<file path="src/rtl/fifo_arb_pkg.sv">
// Shared types and default parameters for the FIFO write-side arbiter.
package fifo_arb_pkg;

  typedef enum logic {IDLE, BURST} arb_state_t;

  localparam int DEF_NUM_REQ   = 4;
  localparam int DEF_DATA_W    = 8;
  localparam int DEF_MAX_BURST = 8;

endpackage

</file>
<file path="src/rtl/rr_pick.sv">
// Combinational round-robin picker: first set request at or above start, wrapping.
module rr_pick
  import fifo_arb_pkg::*;
#(
  parameter int NUM_REQ = DEF_NUM_REQ
) (
  input  logic [NUM_REQ-1:0]         req,
  input  logic [$clog2(NUM_REQ)-1:0] start,
  output logic                       found,
  output logic [$clog2(NUM_REQ)-1:0] idx
);

  localparam int IDX_W = $clog2(NUM_REQ);

  logic [IDX_W-1:0] cand;

  always_comb begin
    found = 1'b0;
    idx   = '0;
    cand  = '0;
    for (int k = 0; k < NUM_REQ; k++) begin
      cand = IDX_W'((int'(start) + k) % NUM_REQ);
      if (!found && req[cand]) begin
        found = 1'b1;
        idx   = cand;
      end
    end
  end

endmodule

</file>
<file path="src/rtl/fifo_wr_arbiter.sv">
// Round-robin, burst-locked arbiter sharing the FIFO write port between producers.
module fifo_wr_arbiter
  import fifo_arb_pkg::*;
#(
  parameter int NUM_REQ   = DEF_NUM_REQ,
  parameter int DATA_W    = DEF_DATA_W,
  parameter int MAX_BURST = DEF_MAX_BURST
) (
  input  logic                        clk,
  input  logic                        reset,
  input  logic [NUM_REQ-1:0]          req_valid,
  input  logic [NUM_REQ-1:0]          req_last,
  input  logic [NUM_REQ*DATA_W-1:0]   req_data,
  output logic [NUM_REQ-1:0]          req_ready,
  input  logic                        fifo_full,
  output logic                        fifo_wr,
  output logic [DATA_W-1:0]           fifo_data,
  output logic [$clog2(NUM_REQ)-1:0]  grant_id,
  output logic                        busy,
  output logic                        trunc
);

  localparam int IDX_W = $clog2(NUM_REQ);
  localparam int CNT_W = $clog2(MAX_BURST + 1);

  arb_state_t       state, state_nxt;
  logic [IDX_W-1:0] rr_ptr;
  logic [CNT_W-1:0] beat_cnt;
  logic             pick_found;
  logic [IDX_W-1:0] pick_idx;
  logic             xfer;
  logic             burst_end;
  logic             g_last;
  logic [DATA_W-1:0] data_arr [NUM_REQ];

  for (genvar i = 0; i < NUM_REQ; i++) begin : g_slice
    assign data_arr[i] = req_data[i*DATA_W +: DATA_W];
  end

  rr_pick #(.NUM_REQ(NUM_REQ)) u_pick (
    .req   (req_valid),
    .start (rr_ptr),
    .found (pick_found),
    .idx   (pick_idx)
  );

  assign busy = (state == BURST);

  // Reset gates the handshake so a byte presented during reset is never written.
  always_comb begin
    state_nxt = state;
    req_ready = '0;
    fifo_wr   = 1'b0;
    fifo_data = '0;
    xfer      = 1'b0;
    burst_end = 1'b0;
    g_last    = req_last[grant_id];
    case (state)
      IDLE: begin
        if (pick_found) state_nxt = BURST;
      end
      BURST: begin
        req_ready[grant_id] = !fifo_full && !reset;
        xfer = req_valid[grant_id] && !fifo_full && !reset;
        if (xfer) begin
          fifo_wr   = 1'b1;
          fifo_data = data_arr[grant_id];
          burst_end = g_last || (beat_cnt == CNT_W'(MAX_BURST - 1));
          if (burst_end) state_nxt = IDLE;
        end
      end
      default: state_nxt = IDLE;
    endcase
  end

  always_ff @(posedge clk) begin
    if (reset) begin
      state    <= IDLE;
      rr_ptr   <= '0;
      grant_id <= '0;
      beat_cnt <= '0;
      trunc    <= 1'b0;
    end else begin
      state <= state_nxt;
      trunc <= burst_end && !g_last;
      if (state == IDLE && pick_found) begin
        grant_id <= pick_idx;
        beat_cnt <= '0;
      end else if (xfer) begin
        beat_cnt <= beat_cnt + CNT_W'(1);
      end
      if (burst_end) begin
        rr_ptr <= (grant_id == IDX_W'(NUM_REQ - 1)) ? '0 : grant_id + IDX_W'(1);
      end
    end
  end

endmodule

</file>
<file path="config.mk">
export PLATFORM = sky130hd
export DESIGN_NAME = fifo_wr_arbiter
export DESIGN_NICKNAME = d
export VERILOG_FILES = /design/src/rtl/fifo_arb_pkg.sv /design/src/rtl/rr_pick.sv /design/src/rtl/fifo_wr_arbiter.sv
export SDC_FILE = /design/constraint.sdc
export NUM_CORES = 1
export LEC_CHECK = 0
export CORE_AREA = 2 2 55 57
export DETAILED_ROUTE_END_ITERATION = 12
export DIE_AREA = 0 0 57 59
export PLACE_DENSITY_LB_ADDON = 0.05
export SYNTH_ARGS = -nofsm -noshare
export SYNTH_HDL_FRONTEND = slang
export SYNTH_HIERARCHICAL = 1
export SYNTH_SLANG_ARGS = --single-unit
</file>
<file path="constraint.sdc">
create_clock -name clk -period 2.1 [get_ports clk]
set_input_delay 0.42 -clock clk [delete_from_list [all_inputs] [get_ports clk]]
set_output_delay 0.42 -clock clk [all_outputs]
set_load 0.01 [all_outputs]
</file>
==> flow_summary.yaml <==
cells_and_area:
  num-fill-cells: 232
  final_common_cell: "clkdlybuf4s50_1"
  syn_to_final_growth_pct: 92.18
  multi_input_area_um2: 716.9
  diodes: 0
  fin_area_um2: 1813
  nets: 223
  layout_common_cells: "clkdlybuf4s50_1 (41), mux4_2 (11), inv_1 (11), buf_4 (11)"
  drive_gt1_frac: 0.3276
  regArea_um2: 203.9
detailed_routing:
  routed_via_density: 5.137
  wl_um: 3139
  ant_nets: 0
  drcViolationCount: 0
  wl_per_cell_um: 15.31
  dr.pass1.iters: 4
  num_vias: 1053
  drt_iter0_markers: 35
logic_synthesis:
  postSynthNetCount: 143
  synth_area_um2: 943.4
  synth_cell_type_count: 34
  synth_edf_count: 0
  ys_seq_area_frac: 0.2122
  syn_inst: 95
  ys_async_sr_fraction: 0
  ys_warn_count: 6
  synth.ff_latch_count: 10
  synth_ff_type: "dfxtp_1"
  avgSynthCellArea_um2: 9.931
floorplan:
  die_w_um: 57
  initial_core_util: 0.3481
  die_area_um2: 3363
  io_pins: 60
  die-height_um: 59
  num_rows: 19
  coreArea_um2: 2710
min_path:
  min_from: "reset"
  hold_path.class: "primary input to flop"
grt:
  met3_usage: 0.05895
  grt_usage: 0.1894
  antenna_found_initial: 0
  globalRouteMet1Util: 0.2308
  grt_pass1_wl_um: 4857
  grt_max_degree: 15
  overflow: 0
  met2_usage: 0.3284
  grt_pass1_vias: 1105
  grt-busiest-layer: "met2"
critical_path:
  crit_family: "multiplexers"
  crit_path_end_kind: "output pin"
  crit_top_cell: "buf_6"
  worstPathCellList: "dlygate4sd2_1 > mux4_2 > buf_6 > and3_4 > buf_6"
  path_max_fanout: 3
  cp_slowest_cell: "mux4_2"
  r2r_start: "grant_id[0]$_SDFFE_PP0P_"
  cp-startpoint: "req_valid[3]"
  critPathMaxStageDelay_ns: 0.54
  cp_num_buf_inv: 3
  cp-start-kind: "primary input"
  cp.required_ns: 1.68
  crit_type: "primary input to output pin"
  crit_arrival_ns: 1.65
timing:
  relSlewSlack: 0.8015
  skew_ns: 0.003092
  max_freq_ghz: 0.4832
  hold_violations: 0
  fin_ws_ns: 0.03065
  maxSlewViolCount: 0
  post-route-min-period_ns: 2.069
  min_period_over_period: 0.9854
  setup_viol: 0
  rsz0062_at_grt: "true"
  max_slew.worst_pin.slew_ns: 0.2971
place:
  port_buffers: 59
  placed_cell_area_um2: 1673
  dp_hpwl_um: 2300
  globalplace.congestion: 0.8065
  preCtsSetupSlack_ns: -0.4705
clocking:
  cts_buffers: 3
  root_buffer: "clkbuf_4"
  cts_tree: "yes"
  cts_max_level: 1
  clockBufferDepth: 2
  cts_hold_buf: 0
  clk_latency_ns: 0.27
  clkTransAtPathRegs_ns: 0.07
  clock-sinks: 10
power:
  ir_drop_v: 0.0004283
  power_w: 0.0006425
  leakage_nw: 0.7753
  powerDensity_nw_per_um2: 354.4
run_status:
  status: "finished, final reports clean"
job:
  max_cap_violations: 0
routing by layer:
layer,wire length (um),part of all wire
met2,1509,0.48
met3,213,0.068
met4,48,0.015
met5,0,0
met1,1367,0.44
kinds of logic (layout without fill, tap and decap cells):
family,count (synthesis),count (layout),share of synthesized area
AOI/OAI and AO/OA,17,17,0.1419
DFF,10,10,0.2122
adders and majority gates,5,5,0.06631
and+or+nand+nor,32,32,0.2069
buffers and inverters,17,95,0.07691
muxes,14,15,0.2958
power breakdown:
| part | switching (W) | leakage, nW | total [W] | internal (W) |
|---|---|---|---|---|
| Combinational | 0.0000874 | 0.672 | 0.000260 | 0.000173 |
| Clock | 0.0000753 | 0.0210 | 0.000181 | 0.000105 |
| Sequential | 0.00000761 | 0.0819 | 0.000202 | 0.000194 |
final timing paths:
check                        endpoint  slack, ns  depth (start not counted)
min          grant_id[0]$_SDFFE_PP0P_       0.55                          3
max reg2reg    rr_ptr[1]$_SDFFE_PP0P_       0.16                          6
max                      fifo_data[1]       0.03                          5
min reg2reg           busy$_SDFF_PP0_       0.57                          1
cell type report:
type,instances,share of cell area
Multi-Input combinational cell,69,0.3954
Sequential cell,10,0.1125
Clock buffer,4,0.02001
Tap cell,31,0.02139
Timing Repair Buffer,79,0.4258
Inverter,12,0.02484
synth_stat cells (2+ instances only):
library cell | number | area, um^2
and2_1 | 4 | 25.02
inv_1 | 11 | 41.29
nor2_1 | 4 | 15.01
ha_1 | 5 | 62.56
mux2_4 | 2 | 30.03
nand3_1 | 3 | 15.01
a21oi_1 | 7 | 35.03
and3_1 | 9 | 56.30
clkbuf_1 | 2 | 7.510
nand2_1 | 2 | 7.510
dfxtp_1 | 10 | 200.2
a31o_1 | 2 | 17.52
nor2b_1 | 3 | 18.77
nand4_1 | 2 | 12.51
mux2i_1 | 2 | 20.02
mux4_2 | 9 | 202.7
state kept, by name, summed over array words and instances (netlist names):
register / flops
beat_cnt: 4
busy: 1
grant_id: 2
rr_ptr: 2
trunc: 1
per-stage QoR:
step	hold WS (ns)	TNS, ns	utilization	instances
3_5_place_dp	0.5539	-5.269	0.6173	192
2_1_floorplan	0.4924	0	-	95
6_report	0.5451	0	0.6690	205
5_1_grt	0.5644	-0.04690	0.6690	205
3_3_place_gp	0.5197	-4.872	0.6173	192
4_1_cts	0.5718	-0.1762	0.6510	205
what timing repair did:
action,CTS,global route
endpoints found under the setup margin,13,11
pin swaps,0,2
cloned,1,0
resized for setup,51,19
buffers inserted,8,2
worst min-delay path, delay by kind of cell:
family        cells  cell delay, ns
simple gates      1            0.05
buf+inv           2            0.32
Note: power is estimated with default switching activity, not from simulation.
